--- src/rtl/ps2_pkg.sv ---
// Shared types and constants for the PS/2 keyboard receive controller.
package ps2_pkg;

  // Frame sequencer states
  typedef enum logic [2:0] {
    IDLE,
    DATA,
    PARITY,
    STOP,
    DONE,
    ERR
  } state_t;

  // Reported error cause, held on o_err_code until the next error
  typedef enum logic [1:0] {
    ERR_NONE,
    ERR_PARITY,
    ERR_FRAME,
    ERR_TIMEOUT
  } err_code_t;

  localparam logic [7:0] PREFIX_EXT = 8'hE0;
  localparam logic [7:0] PREFIX_BRK = 8'hF0;

  // Bytes the keyboard sends about itself rather than about a key
  localparam int N_SYS = 6;
  localparam logic [7:0] SYS_BYTES [N_SYS] = '{8'hAA, 8'hFA, 8'hFE, 8'hEE, 8'h00, 8'hFF};

  function automatic logic is_sys_byte(input logic [7:0] b);
    logic hit;
    hit = 1'b0;
    for (int i = 0; i < N_SYS; i++) begin
      if (b == SYS_BYTES[i]) hit = 1'b1;
    end
    return hit;
  endfunction

endpackage

--- src/rtl/ps2_kbd_ctrl_if.sv ---
// Event bus from the PS/2 receive controller to the game logic.
// All *_valid / o_err signals are single-cycle pulses with no ready
// back-pressure: a consumer must accept on the cycle the pulse is high.
// Data outputs (o_byte, o_key_*, o_err_code) hold between pulses.
interface ps2_kbd_ctrl_if;
  import ps2_pkg::*;

  logic       o_byte_valid;
  logic [7:0] o_byte;
  logic       o_key_valid;
  logic [7:0] o_key_code;
  logic       o_key_ext;
  logic       o_key_break;
  logic       o_sys_valid;
  logic       o_err;
  logic [1:0] o_err_code;
  logic       o_busy;
  state_t     o_state;

  modport master (
    output o_byte_valid, o_byte, o_key_valid, o_key_code, o_key_ext,
           o_key_break, o_sys_valid, o_err, o_err_code, o_busy, o_state
  );

  modport slave (
    input  o_byte_valid, o_byte, o_key_valid, o_key_code, o_key_ext,
           o_key_break, o_sys_valid, o_err, o_err_code, o_busy, o_state
  );

endinterface

--- src/rtl/ps2_sync_filter.sv ---
// Two-flop synchroniser plus glitch filter for the PS/2 clock line.
// Emits a one-cycle strobe on each filtered 1->0 transition.
module ps2_sync_filter #(
  parameter int FILTER_LEN = 8
) (
  input  logic i_clk,
  input  logic i_rst,
  input  logic i_raw,
  output logic o_fe
);

  localparam int CW = $clog2(FILTER_LEN + 1);

  logic [1:0]    r_sync;
  logic          r_filt;
  logic [CW-1:0] r_cnt;
  logic          r_fe;

  // Bring the asynchronous pin into the i_clk domain; idle line is high
  always_ff @(posedge i_clk or posedge i_rst) begin
    if (i_rst) r_sync <= 2'b11;
    else       r_sync <= {r_sync[0], i_raw};
  end

  // Change filtered level only after FILTER_LEN consecutive differing samples
  always_ff @(posedge i_clk or posedge i_rst) begin
    if (i_rst) begin
      r_filt <= 1'b1;
      r_cnt  <= '0;
      r_fe   <= 1'b0;
    end else begin
      r_fe <= 1'b0;
      if (r_sync[1] == r_filt) begin
        r_cnt <= '0;
      end else if (r_cnt == CW'(FILTER_LEN - 1)) begin
        r_filt <= r_sync[1];
        r_cnt  <= '0;
        r_fe   <= r_filt;  // old level 1 means this is a falling edge
      end else begin
        r_cnt <= r_cnt + 1'b1;
      end
    end
  end

  assign o_fe = r_fe;

endmodule

--- src/rtl/ps2_kbd_ctrl.sv ---
// Host-side PS/2 keyboard receiver: frames 11-bit device-to-host words,
// checks parity/stop/timeout and folds E0/F0 prefixes into key events.
module ps2_kbd_ctrl
  import ps2_pkg::*;
#(
  parameter int FILTER_LEN  = 8,
  parameter int TIMEOUT_CYC = 100000
) (
  input  logic           i_clk,
  input  logic           i_rst,
  input  logic           i_ps2_clk,
  input  logic           i_ps2_data,
  ps2_kbd_ctrl_if.master kbd
);

  localparam int TW = $clog2(TIMEOUT_CYC + 1);
  localparam logic [TW-1:0] TO_LIMIT = TW'(TIMEOUT_CYC);

  state_t        r_state, w_next;
  err_code_t     r_err_code, w_err_val;
  logic [1:0]    r_dat_sync;
  logic [2:0]    r_bit_cnt;
  logic [7:0]    r_shift;
  logic          r_par;
  logic [TW-1:0] r_to_cnt;
  logic [7:0]    r_byte;
  logic          r_ext, r_brk;
  logic          r_key_valid, r_sys_valid;
  logic [7:0]    r_key_code;
  logic          r_key_ext, r_key_break;
  logic          w_fe, w_data, w_par_ok, w_in_frame, w_timeout;

  ps2_sync_filter #(.FILTER_LEN(FILTER_LEN)) u_clk_filt (
    .i_clk (i_clk),
    .i_rst (i_rst),
    .i_raw (i_ps2_clk),
    .o_fe  (w_fe)
  );

  // Data line is only synchronised; it is sampled mid-bit so needs no filter
  always_ff @(posedge i_clk or posedge i_rst) begin
    if (i_rst) r_dat_sync <= 2'b11;
    else       r_dat_sync <= {r_dat_sync[0], i_ps2_data};
  end

  assign w_data     = r_dat_sync[1];
  assign w_par_ok   = ^{r_shift, r_par};
  assign w_in_frame = (r_state == DATA) || (r_state == PARITY) || (r_state == STOP);
  // A falling edge arriving on the limit cycle rescues the frame
  assign w_timeout  = w_in_frame && (r_to_cnt == TO_LIMIT) && !w_fe;

  // State register
  always_ff @(posedge i_clk or posedge i_rst) begin
    if (i_rst) r_state <= IDLE;
    else       r_state <= w_next;
  end

  // Next-state and error-cause selection
  always_comb begin
    w_next    = r_state;
    w_err_val = ERR_NONE;
    case (r_state)
      IDLE: begin
        if (w_fe && !w_data) w_next = DATA;
      end
      DATA: begin
        if (w_timeout) begin
          w_next    = ERR;
          w_err_val = ERR_TIMEOUT;
        end else if (w_fe && (r_bit_cnt == 3'd7)) begin
          w_next = PARITY;
        end
      end
      PARITY: begin
        if (w_timeout) begin
          w_next    = ERR;
          w_err_val = ERR_TIMEOUT;
        end else if (w_fe) begin
          w_next = STOP;
        end
      end
      STOP: begin
        if (w_timeout) begin
          w_next    = ERR;
          w_err_val = ERR_TIMEOUT;
        end else if (w_fe) begin
          if (!w_par_ok) begin
            w_next    = ERR;
            w_err_val = ERR_PARITY;
          end else if (!w_data) begin
            w_next    = ERR;
            w_err_val = ERR_FRAME;
          end else begin
            w_next = DONE;
          end
        end
      end
      DONE:    w_next = IDLE;
      ERR:     w_next = IDLE;
      default: w_next = IDLE;
    endcase
  end

  // Shift register, bit counter and parity capture on each falling edge
  always_ff @(posedge i_clk or posedge i_rst) begin
    if (i_rst) begin
      r_bit_cnt <= '0;
      r_shift   <= '0;
      r_par     <= 1'b0;
    end else if (w_fe) begin
      case (r_state)
        IDLE:   r_bit_cnt <= '0;
        DATA: begin
          r_shift   <= {w_data, r_shift[7:1]};
          r_bit_cnt <= r_bit_cnt + 1'b1;
        end
        PARITY: r_par <= w_data;
        default: ;
      endcase
    end
  end

  // Inter-edge watchdog: cleared by every edge and while idle, saturates at the limit
  always_ff @(posedge i_clk or posedge i_rst) begin
    if (i_rst) begin
      r_to_cnt <= '0;
    end else if (w_fe || (r_state == IDLE)) begin
      r_to_cnt <= '0;
    end else if (r_to_cnt != TO_LIMIT) begin
      r_to_cnt <= r_to_cnt + 1'b1;
    end
  end

  // Latch the good byte and the error cause as the FSM commits to DONE/ERR
  always_ff @(posedge i_clk or posedge i_rst) begin
    if (i_rst) begin
      r_byte     <= '0;
      r_err_code <= ERR_NONE;
    end else begin
      if ((r_state == STOP) && (w_next == DONE)) r_byte <= r_shift;
      if ((r_state != ERR) && (w_next == ERR))   r_err_code <= w_err_val;
    end
  end

  // Prefix folding: runs in the DONE cycle so events appear one cycle later
  always_ff @(posedge i_clk or posedge i_rst) begin
    if (i_rst) begin
      r_ext       <= 1'b0;
      r_brk       <= 1'b0;
      r_key_valid <= 1'b0;
      r_sys_valid <= 1'b0;
      r_key_code  <= '0;
      r_key_ext   <= 1'b0;
      r_key_break <= 1'b0;
    end else begin
      r_key_valid <= 1'b0;
      r_sys_valid <= 1'b0;
      if (r_state == ERR) begin
        r_ext <= 1'b0;
        r_brk <= 1'b0;
      end else if (r_state == DONE) begin
        if (r_byte == PREFIX_EXT) begin
          r_ext <= 1'b1;
        end else if (r_byte == PREFIX_BRK) begin
          r_brk <= 1'b1;
        end else if (is_sys_byte(r_byte) && !r_ext && !r_brk) begin
          r_sys_valid <= 1'b1;
        end else begin
          r_key_valid <= 1'b1;
          r_key_code  <= r_byte;
          r_key_ext   <= r_ext;
          r_key_break <= r_brk;
          r_ext       <= 1'b0;
          r_brk       <= 1'b0;
        end
      end
    end
  end

  assign kbd.o_byte_valid = (r_state == DONE);
  assign kbd.o_byte       = r_byte;
  assign kbd.o_key_valid  = r_key_valid;
  assign kbd.o_key_code   = r_key_code;
  assign kbd.o_key_ext    = r_key_ext;
  assign kbd.o_key_break  = r_key_break;
  assign kbd.o_sys_valid  = r_sys_valid;
  assign kbd.o_err        = (r_state == ERR);
  assign kbd.o_err_code   = r_err_code;
  assign kbd.o_busy       = (r_state != IDLE);
  assign kbd.o_state      = r_state;

endmodule

--- src/flat_wrapper.sv ---
// flat-port wrapper written by rule: the top's interface ports become plain ports
module ps2_kbd_ctrl_flat import ps2_pkg::*;
#(
  parameter int FILTER_LEN  = 8,
  parameter int TIMEOUT_CYC = 100000
)
  (i_clk, i_rst, i_ps2_clk, i_ps2_data, kbd_o_byte_valid, kbd_o_byte, kbd_o_key_valid, kbd_o_key_code, kbd_o_key_ext, kbd_o_key_break, kbd_o_sys_valid, kbd_o_err, kbd_o_err_code, kbd_o_busy, kbd_o_state);
  ps2_kbd_ctrl_if kbd_i ();
  input  logic i_clk;
  input  logic i_rst;
  input  logic i_ps2_clk;
  input  logic i_ps2_data;
  output wire logic [$bits(kbd_i.o_byte_valid)-1:0] kbd_o_byte_valid;
  output wire logic [$bits(kbd_i.o_byte)-1:0] kbd_o_byte;
  output wire logic [$bits(kbd_i.o_key_valid)-1:0] kbd_o_key_valid;
  output wire logic [$bits(kbd_i.o_key_code)-1:0] kbd_o_key_code;
  output wire logic [$bits(kbd_i.o_key_ext)-1:0] kbd_o_key_ext;
  output wire logic [$bits(kbd_i.o_key_break)-1:0] kbd_o_key_break;
  output wire logic [$bits(kbd_i.o_sys_valid)-1:0] kbd_o_sys_valid;
  output wire logic [$bits(kbd_i.o_err)-1:0] kbd_o_err;
  output wire logic [$bits(kbd_i.o_err_code)-1:0] kbd_o_err_code;
  output wire logic [$bits(kbd_i.o_busy)-1:0] kbd_o_busy;
  output wire logic [$bits(kbd_i.o_state)-1:0] kbd_o_state;
  assign kbd_o_byte_valid = kbd_i.o_byte_valid;
  assign kbd_o_byte = kbd_i.o_byte;
  assign kbd_o_key_valid = kbd_i.o_key_valid;
  assign kbd_o_key_code = kbd_i.o_key_code;
  assign kbd_o_key_ext = kbd_i.o_key_ext;
  assign kbd_o_key_break = kbd_i.o_key_break;
  assign kbd_o_sys_valid = kbd_i.o_sys_valid;
  assign kbd_o_err = kbd_i.o_err;
  assign kbd_o_err_code = kbd_i.o_err_code;
  assign kbd_o_busy = kbd_i.o_busy;
  assign kbd_o_state = kbd_i.o_state;
  ps2_kbd_ctrl #(.FILTER_LEN(FILTER_LEN), .TIMEOUT_CYC(TIMEOUT_CYC)) u_core (.i_clk(i_clk), .i_rst(i_rst), .i_ps2_clk(i_ps2_clk), .i_ps2_data(i_ps2_data), .kbd(kbd_i));
endmodule
--- config.mk ---
export PLATFORM = sky130hd
export DESIGN_NAME = ps2_kbd_ctrl_flat
export DESIGN_NICKNAME = d
export VERILOG_FILES = /design/src/rtl/ps2_pkg.sv /design/src/rtl/ps2_kbd_ctrl_if.sv /design/src/rtl/ps2_sync_filter.sv /design/src/rtl/ps2_kbd_ctrl.sv /design/src/flat_wrapper.sv
export SDC_FILE = /design/constraint.sdc
export NUM_CORES = 1
export LEC_CHECK = 0
export ABC_CLOCK_PERIOD_IN_PS = 3800
export CORE_MARGIN = 3
export CORE_UTILIZATION = 35
export DETAILED_ROUTE_END_ITERATION = 7
export DONT_BUFFER_PORTS = 1
export SYNTH_ARGS = -nofsm -noshare
export SYNTH_HDL_FRONTEND = slang
export SYNTH_SLANG_ARGS = --single-unit
--- constraint.sdc ---
create_clock -name i_clk -period 3.8 [get_ports i_clk]
set_input_delay 0.38 -clock i_clk [delete_from_list [all_inputs] [get_ports i_clk]]
set_output_delay 0.38 -clock i_clk [all_outputs]
set_load 0.02 [all_outputs]
After elaboration in Yosys (flattened, before gate mapping)

Cells that the tools add are included.

Add/subtract/negate cells: 3
Equal/unequal tests: 24
Multiplexer cells: 52
Bitwise operators: 5
Reductions and logical operators: 30

Operators with widths:

| kind                                                                     | count |
|---|---|
| 8-bit == test (second input constant)                                    | 7 |
| 17-bit 2-to-1 mux                                                        | 2 |
| 1-bit 2-to-1 mux                                                         | 32 |
| 3-bit 2-to-1 mux                                                         | 8 |
| 17-bit by 1-bit adder with 17-bit output (second input constant)         | 1 |
| 17-bit == test (second input constant)                                   | 1 |
| 17-bit inequality test (second input constant)                           | 1 |
| 3-bit == test (second input constant)                                    | 5 |
| 3-bit one-hot mux with 4 select lines                                    | 1 |
| 2-bit 2-to-1 mux                                                         | 5 |
| 3-bit by 2-bit inequality test with 1-bit output (second input constant) | 3 |
| 9-bit parity                                                             | 1 |
| 1-bit logical AND                                                        | 8 |
| 8-bit logical NOT                                                        | 1 |
| 4-bit 2-to-1 mux                                                         | 2 |
| 2-bit AND reduction                                                      | 4 |
| 3-bit by 2-bit == test with 1-bit output (second input constant)         | 2 |
| 3-bit one-hot mux with 2 select lines                                    | 1 |
| 3-bit AND reduction                                                      | 2 |
| 2-bit nonzero test                                                       | 3 |
| 1-bit inverter                                                           | 5 |
| 5-bit AND reduction                                                      | 1 |
| 4-bit by 1-bit adder with 4-bit output (second input constant)           | 1 |
| 4-bit by 3-bit == test with 1-bit output (second input constant)         | 1 |
| 11 further kinds                                                         | 16 |

Register bits after elaboration: 66
Bits of input ports: 4
Output and inout port bits: 28
Logic and storage cells: 133

Longest topological paths before layout

Gate-level depths: netlist of the first run.

Depth after elaboration: 18
Mapped depth: 7

By module

A second synthesis of the first run with hierarchy kept.

Cell total of the unflattened synthesis: 264
Area, all modules: 3052.9 um^2

Modules (own cells, without submodules):

| module          | times used | cells an instance | area each (um^2) |
|---|---|---|---|
| ps2_kbd_ctrl    | 1          | 242               | 2737.6 |
| ps2_sync_filter | 1          | 22                | 315.3 |

Least setup slack after synthesis of the first run

Ideal clock, no wire load.

Path kind: reg-to-reg
From: register u_core.r_state[0] (netlist: u_core.kbd.o_state[0])
To: register u_core.r_byte[0] (netlist: u_core.kbd.o_byte[0])
Arrival time: 1.822 ns
Setup slack: 1.853 ns
Stages on the path, launching flop included: 6
Buffers on the path: 1
Path through: dfrtp_1 -> buf_4 -> inv_1 -> nor4_1 -> nand3_4 -> mux2_2

Cells in the longest elaborated chain, start to end: 9

RTL lines:

| what                                                                                                        | RTL line                                                   | text |
|---|---|---|
| start, declared                                                                                             | ps2_kbd_ctrl.sv:19                                         | `state_t r_state, w_next;` |
| start signal, assigned                                                                                      | ps2_kbd_ctrl.sv:55                                         | `else r_state <= w_next;` |
| 3-bit by 1-bit == test with 1-bit output / 3-bit by 2-bit == test with 1-bit output (equally long branches) | ps2_kbd_ctrl.sv:48, ps2_kbd_ctrl.sv:62                     |  |
| 1-bit logical OR (2 in a row)                                                                               | ps2_kbd_ctrl.sv:48                                         | `assign w_in_frame = (r_state == DATA) \|\| (r_state == PARITY) \|\| (r_state == STOP);` |
| 1-bit logical AND (2 in a row)                                                                              | ps2_kbd_ctrl.sv:50                                         | `assign w_timeout = w_in_frame && (r_to_cnt == TO_LIMIT) && !w_fe;` |
| 3-bit 2-to-1 mux, on equally long branches                                                                  | ps2_kbd_ctrl.sv:83, ps2_kbd_ctrl.sv:67, ps2_kbd_ctrl.sv:75 |  |
| 3-bit one-hot mux with 4 select lines                                                                       | ps2_kbd_ctrl.sv:62                                         | `case (r_state)` |
| 3-bit == test                                                                                               | ps2_kbd_ctrl.sv:140                                        | `if ((r_state == STOP) && (w_next == DONE)) r_byte <= r_shift;` |
| 1-bit logical AND (*)                                                                                       | ps2_kbd_ctrl.sv:140                                        |  |
| end signal, assigned                                                                                        | ps2_kbd_ctrl.sv:140                                        |  |
| end, declared                                                                                               | ps2_kbd_ctrl.sv:26                                         | `logic [7:0] r_byte;` |

Mark *: on every way between the ends. The rest lies on a longest branch, timed or not.
A chain may end at the register's enable or synchronous reset.

Worst setup path after layout of the first run

From: register u_core.r_state[0] (netlist: u_core.kbd.o_state[0])
To: register u_core.r_key_code[0] (netlist: u_core.kbd.o_key_code[0])

RTL lines:

| what                          | RTL line            | text |
|---|---|---|
| 3-bit == test                 | --                  |  |
| named net kbd_o_byte_valid    | flat_wrapper.sv:13  | `output wire logic [$bits(kbd_i.o_byte_valid)-1:0] kbd_o_byte_valid;` |
| 5-bit AND reduction (no line) | --                  |  |
| end signal, assigned          | ps2_kbd_ctrl.sv:170 | `r_key_code <= r_byte;` |
| end, declared                 | ps2_kbd_ctrl.sv:29  | `logic [7:0] r_key_code;` |

The timed path passes the listed nets, and every way through them passes these cells.

==> impl_metrics.py, run 1 <==
metrics = {
    "outcome": {
        "status": "finished clean",
    },
    "global_routing": {
        "overflow": 0,
        "grt_pass1_vias": 1920,
        "grt_usage_pct": 12.5,
        "grt_first_pass_wirelength_um": 9720,
        "grt_max_degree": 48,
        "antenna_found_initial": 0,
    },
    "routing": {
        "drc_errors": 0,
        "vias": 1921,
        "drt_wl_total_um": 5540,
        "dr_wl_met3_um": 262,
        "met2WireLength_um": 2540,
        "wl_per_cell_um": 14.7,
        "highest_layer": "met4",
        "detail_route.first_pass.iterations": 4,
        "ant_nets": 0,
        "drt_iter0_drc": 81,
        "viasPerCell": 5.11,
        "m1WireLength_um": 2640,
    },
    "synthesis": {
        "syn_nets": 268,
        "yosysTopAreaCellShare_pct": 51.0,
        "synth_cell_types": 41,
        "synth.ff_latch_count": 66,
        "seq_area_frac_synth_pct": 55.4,
        "syn_area_per_cell_um2": 11.6,
        "ys_warn_count": 0,
        "synthTopCellsByArea": "dfrtp_1 51%, mux2_2 11%, dfstp_2 4.4%",
        "synth_area_mm2": 0.00299,
        "synthCells": 259,
        "yosysTopAreaCell": "dfrtp_1",
    },
    "power": {
        "clkPwrFrac_pct": 44.6,
        "p_int_uw": 1130,
        "combPwrFrac_pct": 3.7,
        "p_per_area_mw_per_mm2": 431,
        "netSwitchingFraction_pct": 20.8,
        "pwr-share-seq_pct": 51.7,
        "switching_power_uw": 298,
        "p_leak_uw": 0.00149,
        "ir_drop_uv": 216,
    },
    "cts": {
        "cts_tree": "done",
        "htreeDepth": 3,
        "ctsHoldBuffers": 0,
        "cts_buffers": 9,
        "clkSlewWorstSetupHoldPaths_ns": 0.07,
        "cts_setup_buffers": 0,
        "worstSkewPairLatency_ns": 0.33,
        "cts-root-buf": "clkbuf_8",
        "cts_sinks": 66,
        "cts.repair.resized": 0,
        "cts_buffer_depth": 2,
    },
    "critical_path": {
        "critical_path.cell_chain": "nor2_1 > and2_1 > nand2_1 > a31oi_1 > mux2_2",
        "slowest_delay_ns": 0.79,
        "critPathTopFamily": "compound AO/OA/AOI/OAI gates",
        "cp_max_fo": 12,
        "r2r_start": "u_core.kbd.o_state[0]$_DFF_PP0_",
        "critPathCaptureType": "register",
        "criticalPathCategory": "reg2reg",
        "timing.rr.end": "u_core.kbd.o_key_code[0]$_DFFE_PP0P_",
        "cp.arrival_ns": 2.78,
        "rrSetupSlack_ns": 1.24,
        "worstPathRequired_ns": 4.02,
        "path_buf_inv": 0,
        "worst_setup_path_start_kind": "register",
        "reg2reg_depth": 5,
        "crit_slowest_cell": "a31oi_1",
    },
    "floorplanning": {
        "fp-row-count": 33,
        "die_width_um": 98.5,
        "core_mm2": 0.00826,
        "dieArea_mm2": 0.00969,
        "initial_core_util_pct": 36.2,
        "io-pin-count": 32,
        "die_h_um": 98.5,
    },
    "finish": {
        "drive_above_1_share_pct": 21.4,
        "diodes": 0,
        "nNetsFinal": 275,
        "area_growth_pct": 11.1,
        "final_core_utilization_pct": 40.3,
    },
    "sta": {
        "setup_viol": 0,
        "clock_skew_ns": 0.00686,
        "slew_violations": 0,
        "hold_viol": 0,
        "fmax_ghz": 0.391,
        "fin_crit_sh_pct": 67.3,
        "fin_setup_tns_ns": 0,
        "relSlewSlack_pct": 28.2,
        "fin_crit_ns": 2.56,
        "worst_pin_slew_ns": 1.07,
        "rsz0062_at_grt": "no",
    },
    "hold_path": {
        "holdPathStages": 0,
        "worstHoldStart": "i_ps2_clk",
        "min_to": "u_core.u_clk_filt.r_sync[0]$_DFF_PP1_",
        "min_path_type": "in2reg",
    },
    "run": {
        "maxCapViolCount": 0,
    },
    "place": {
        "port_buffers": 0,
        "gp_congestion": 0.842,
        "dp_hpwl_um": 3850,
    },
}
==> power by group through the flow <==
stage / clock network, uW / registers [uW] / logic, uW
after floorplan: 0 / 751 / 43.3
after global placement: 0 / 753 / 52.3
after detailed placement: 0 / 754 / 54.4
after CTS: 659 / 740 / 54.9
after global routing: 693 / 743 / 62.6
final: 638 / 740 / 52.8
==> area by class of cell <==
| cell class | count | area, um^2 |
|---|---|---|
| clock inverter | 5 | 77.6 |
| sequential | 66 | 1660 |
| inverter | 12 | 45.0 |
| multi-input combinational | 176 | 1260 |
| clock buffer | 11 | 141 |
| timing repair buffer | 1 | 7.51 |
| fill | 818 | 4930 |
| tap | 105 | 131 |
==> how the worst max path moves through the flow <==
stage	end	cells after the start	startpoint	slack, ns
floorplan	u_core.kbd.o_byte[0]$_DFFE_PP0P_	1	i_rst	1.77
global placement	u_core.kbd.o_key_code[3]$_DFFE_PP0P_	5	u_core.kbd.o_state[0]$_DFF_PP0_	1.28
detailed placement	u_core.kbd.o_key_code[0]$_DFFE_PP0P_	5	u_core.kbd.o_state[0]$_DFF_PP0_	1.24
CTS	u_core.kbd.o_key_code[0]$_DFFE_PP0P_	5	u_core.kbd.o_state[0]$_DFF_PP0_	1.23
global route	u_core.kbd.o_key_code[2]$_DFFE_PP0P_	5	u_core.kbd.o_state[0]$_DFF_PP0_	0.98
finish	u_core.kbd.o_key_code[0]$_DFFE_PP0P_	5	u_core.kbd.o_state[0]$_DFF_PP0_	1.24
==> cells in the mapped netlist <==
cell type,number
mux2_2,30
o21ai_0,9
a211oi_1,2
dfrtp_1,61
nand3_1,8
nand3b_1,1
and4bb_2,2
xnor3_1,1
or2_2,1
a32oi_1,1
xnor2_2,1
ha_1,5
xor2_1,7
or3_1,6
inv_1,12
o41ai_1,1
and3_2,1
nand2_1,14
dfstp_2,5
clkbuf_1,2
a22o_1,1
and4b_1,1
nor2_1,30
nand3_4,1
nor3_1,3
and4_1,2
and3_1,2
nor3b_1,2
xnor2_1,13
a31oi_1,3
nand2b_1,1
a21oi_1,10
buf_2,2
a2111oi_0,1
nor4_1,4
nand4_1,5
buf_4,1
and2_1,2
o211ai_1,1
o21bai_1,1
nor2b_1,3
==> kinds of logic (layout without fill, tap and decap cells) <==
kind of cell | Yosys count | count (layout) | share of synthesized area (%)
and+or+nand+nor | 89 | 89 | 15.7
adders and majority gates | 5 | 5 | 2.09
xor gates and xnor gates | 22 | 22 | 7.15
DFF | 66 | 66 | 55.4
AOI/OAI and AO/OA | 30 | 30 | 5.98
muxes | 30 | 30 | 11.3
buffers and inverters | 17 | 29 | 2.34
==> placed cells by master (no fill, tap or decap), types with 6 or more instances in the layout <==
master    netlist  routed
nand2_1        14      14
mux2_2         30      30
a21oi_1        10      10
clkbuf_8        0      10
dfrtp_1        61      61
inv_1          12      11
nand3_1         8       8
o21ai_0         9       9
or3_1           6       6
xnor2_1        13      13
nor2_1         30      30
xor2_1          7       7
==> stage by stage <==
stage | hold slack [ns] | total power (uW) | worst slack [ns] | cells | cell area, um^2
global route | 0.0105 | 1500 | 0.984 | 376 | 3320
CTS | 0.0173 | 1450 | 1.23 | 376 | 3320
detailed placement | 0.348 | 808 | 1.24 | 360 | 3110
global placement | 0.347 | 805 | 1.28 | 360 | 3110
finish | 0.0401 | 1430 | 1.24 | 376 | 3320
floorplan | 0.345 | 794 | 1.77 | 259 | 2990
==> routing by layer <==
layer	up-vias	global-route usage, %
li1	921	-
met5	-	0
met2	39	18.3
met4	0	5.04
met1	950	17.0
met3	11	4.18
==> flip-flops by register name, summed over array words and instances (netlist names) <==
name                      flops
u_core.r_to_cnt              17
u_core.kbd.o_byte             8
u_core.kbd.o_key_code         8
u_core.r_shift                8
u_core.u_clk_filt.r_cnt       4
u_core.kbd.o_state            3
u_core.r_bit_cnt              3
u_core.kbd.o_err_code         2
u_core.r_dat_sync             2
u_core.u_clk_filt.r_sync      2
u_core.kbd.o_key_break        1
u_core.kbd.o_key_ext          1
u_core.kbd.o_key_valid        1
u_core.kbd.o_sys_valid        1
u_core.r_brk                  1
u_core.r_ext                  1
u_core.r_par                  1
u_core.u_clk_filt.o_fe        1
u_core.u_clk_filt.r_filt      1
Note: power is estimated with default switching activity, not from simulation.
==> inputs of run 2 (changes only) <==
ABC_CLOCK_PERIOD_IN_PS = 2270   (was 3800)
clock period = 2.27 ns   (was 3.8 ns; I/O delays follow)
==> run 2 against run 1 <==
Final area up 3.5%. Register-to-register slack lost 0.89 ns. Routed wire length down 0.11%. Clock power grew 49%. Sequential share of layout area down 1.7 points. Utilization is 1.4 points higher. Fmax is 33% higher. Non-clock buffer count increased by 17. Via count down 0.10%. Critical endpoint is now u_core.kbd.o_key_code[7]$_DFFE_PP0P_.
==> impl_metrics.py, run 2 (synthesized netlist as in run 1, its figures left out) <==
metrics = {
    "outcome": {
        "status": "finished clean",
    },
    "finish": {
        "diodes": 0,
        "regMostFlops": "u_core.r_to_cnt",
        "largest_reg_flops": 17,
        "area_growth_pct": 15.1,
        "drive_above_1_share_pct": 24.3,
        "final_cell_mix": "61 x dfrtp_1, 30 x nor2_1, 30 x mux2_2",
        "nNetsFinal": 292,
        "final_common_cell": "dfrtp_1",
        "fin_area_mm2": 0.00344,
    },
    "critical_path": {
        "cp.arrival_ns": 2.14,
        "criticalPathCategory": "reg2reg",
        "critPathCaptureType": "register",
        "reg2reg_depth": 6,
        "worstPathRequired_ns": 2.49,
        "timing.rr.end": "u_core.kbd.o_key_code[7]$_DFFE_PP0P_",
        "cp_max_fo": 10,
        "r2r_start": "u_core.kbd.o_byte[2]$_DFFE_PP0P_",
        "worst_setup_path_start_kind": "register",
        "rrSetupSlack_ns": 0.35,
    },
    "power": {
        "total_power_uw": 2290,
        "ir_drop_uv": 325,
        "p_leak_uw": 0.00156,
        "p_per_area_mw_per_mm2": 664,
    },
    "routing": {
        "drt_wl_total_um": 5530,
        "detail_route.first_pass.iterations": 4,
        "wl_per_cell_um": 14.1,
        "vias": 1919,
        "ant_nets": 0,
        "drc_errors": 0,
        "viasPerCell": 4.88,
        "drt_iter0_drc": 79,
    },
    "hold_path": {
        "holdPathStages": 0,
        "min_path_type": "reg2reg",
        "min_to": "u_core.u_clk_filt.r_sync[1]$_DFF_PP1_",
        "worstHoldStart": "u_core.u_clk_filt.r_sync[0]$_DFF_PP1_",
    },
    "global_routing": {
        "grt_usage_pct": 12.0,
        "overflow": 0,
        "antenna_found_initial": 0,
        "grt_pass1_vias": 1873,
        "grt_first_pass_wirelength_um": 9330,
        "grt_max_degree": 31,
    },
    "sta": {
        "setup_viol": 0,
        "fmax_ghz": 0.520,
        "worst_pin_slew_ns": 0.548,
        "fin_crit_ns": 1.92,
        "hold_viol": 0,
        "finalWorstSetupSlack_ns": 0.348,
        "clock_skew_ns": 0.0104,
        "rsz0062_at_grt": "no",
        "relSlewSlack_pct": 62.5,
        "fin_setup_tns_ns": 0,
        "fin_crit_sh_pct": 84.7,
        "slew_violations": 0,
    },
    "place": {
        "post_dp_cell_area_mm2": 0.00322,
        "gp_congestion": 0.779,
        "port_buffers": 0,
        "dp_hpwl_um": 3920,
        "dpl_worst_slack_ns": 0.339,
    },
    "floorplanning": {
        "die_width_um": 98.5,
        "dieArea_mm2": 0.00969,
        "core_mm2": 0.00826,
        "fp-row-count": 33,
        "die_h_um": 98.5,
        "initial_core_util_pct": 36.2,
        "io-pin-count": 32,
    },
    "cts": {
        "worstSkewPairLatency_ns": 0.33,
        "htreeDepth": 3,
        "cts_buffers": 9,
        "cts-root-buf": "clkbuf_8",
        "cts_sinks": 66,
        "clkSlewWorstSetupHoldPaths_ns": 0.07,
        "cts_tree": "done",
        "cts_buffer_depth": 2,
    },
    "run": {
        "maxCapViolCount": 0,
    },
}
[run 2: worst max path at each step]
stage | start | end | slack [ns] | cells past startpoint
2_1_floorplan | u_core.kbd.o_state[0]$_DFF_PP0_ | u_core.kbd.o_byte[0]$_DFFE_PP0P_ | 0.32 | 5
3_3_place_gp | u_core.r_to_cnt[0]$_DFFE_PP0P_ | u_core.kbd.o_err_code[0]$_DFFE_PP0P_ | 0.36 | 7
3_5_place_dp | u_core.r_shift[4]$_DFFE_PP0P_ | u_core.kbd.o_byte[4]$_DFFE_PP0P_ | 0.34 | 5
4_1_cts | u_core.r_shift[4]$_DFFE_PP0P_ | u_core.kbd.o_byte[4]$_DFFE_PP0P_ | 0.33 | 5
5_1_grt | u_core.r_to_cnt[0]$_DFFE_PP0P_ | u_core.kbd.o_err_code[0]$_DFFE_PP0P_ | 0.13 | 7
6_report | u_core.kbd.o_byte[2]$_DFFE_PP0P_ | u_core.kbd.o_key_code[7]$_DFFE_PP0P_ | 0.35 | 6
[run 2: what timing repair did]
action                     in CTS  in global routing
gates resized for setup         0                  0
buffers inserted                0                  0
hold buffers                    3                  0
hold endpoints to repair       21                  0
setup endpoints to repair       0                  0
[run 2: power breakdown]
group | leakage [uW] | total [uW] | switching [uW] | internal (uW)
logic | 0.000564 | 94.2 | 50.1 | 44.1
clock network | 0.0000974 | 950 | 414 | 535
registers | 0.000903 | 1240 | 24.7 | 1220
total | 0.00156 | 2290 | 489 | 1800
[run 2: per-layer routing]
layer,vias up,global-route usage [%],part of all wire (%),wire [um]
met3,4,5.02,4.6,252
met5,-,0,0,0
met2,28,18.6,47,2600
met4,0,3.26,0.90,50
met1,932,15.6,48,2630
li1,955,-,-,-
[run 2: worst max-delay path, stage by stage (launching register included)]
cell,delay (ns)
dfrtp_1,0.49
nand2b_1,0.20
o21ai_0,0.16
o41ai_1,0.12
a31oi_1,0.25
buf_4,0.23
mux2_2,0.35
[run 2: area by class of cell]
class                           count  area, um^2
Fill cell                         814        4820
Timing Repair Buffer               18         155
Multi-Input combinational cell    176        1260
Inverter                           12        45.0
Tap cell                          105         131
Clock inverter                      3        40.0
Clock buffer                       13         149
Sequential cell                    66        1660
[run 2: metrics by stage]
stage	hold WS [ns]	cells	utilization, %
floorplan	0.231	259	-
global placement	0.154	374	39.0
detailed placement	0.158	374	39.0
CTS	0.360	393	41.7
global route	0.360	393	41.7
finish	0.357	393	41.7
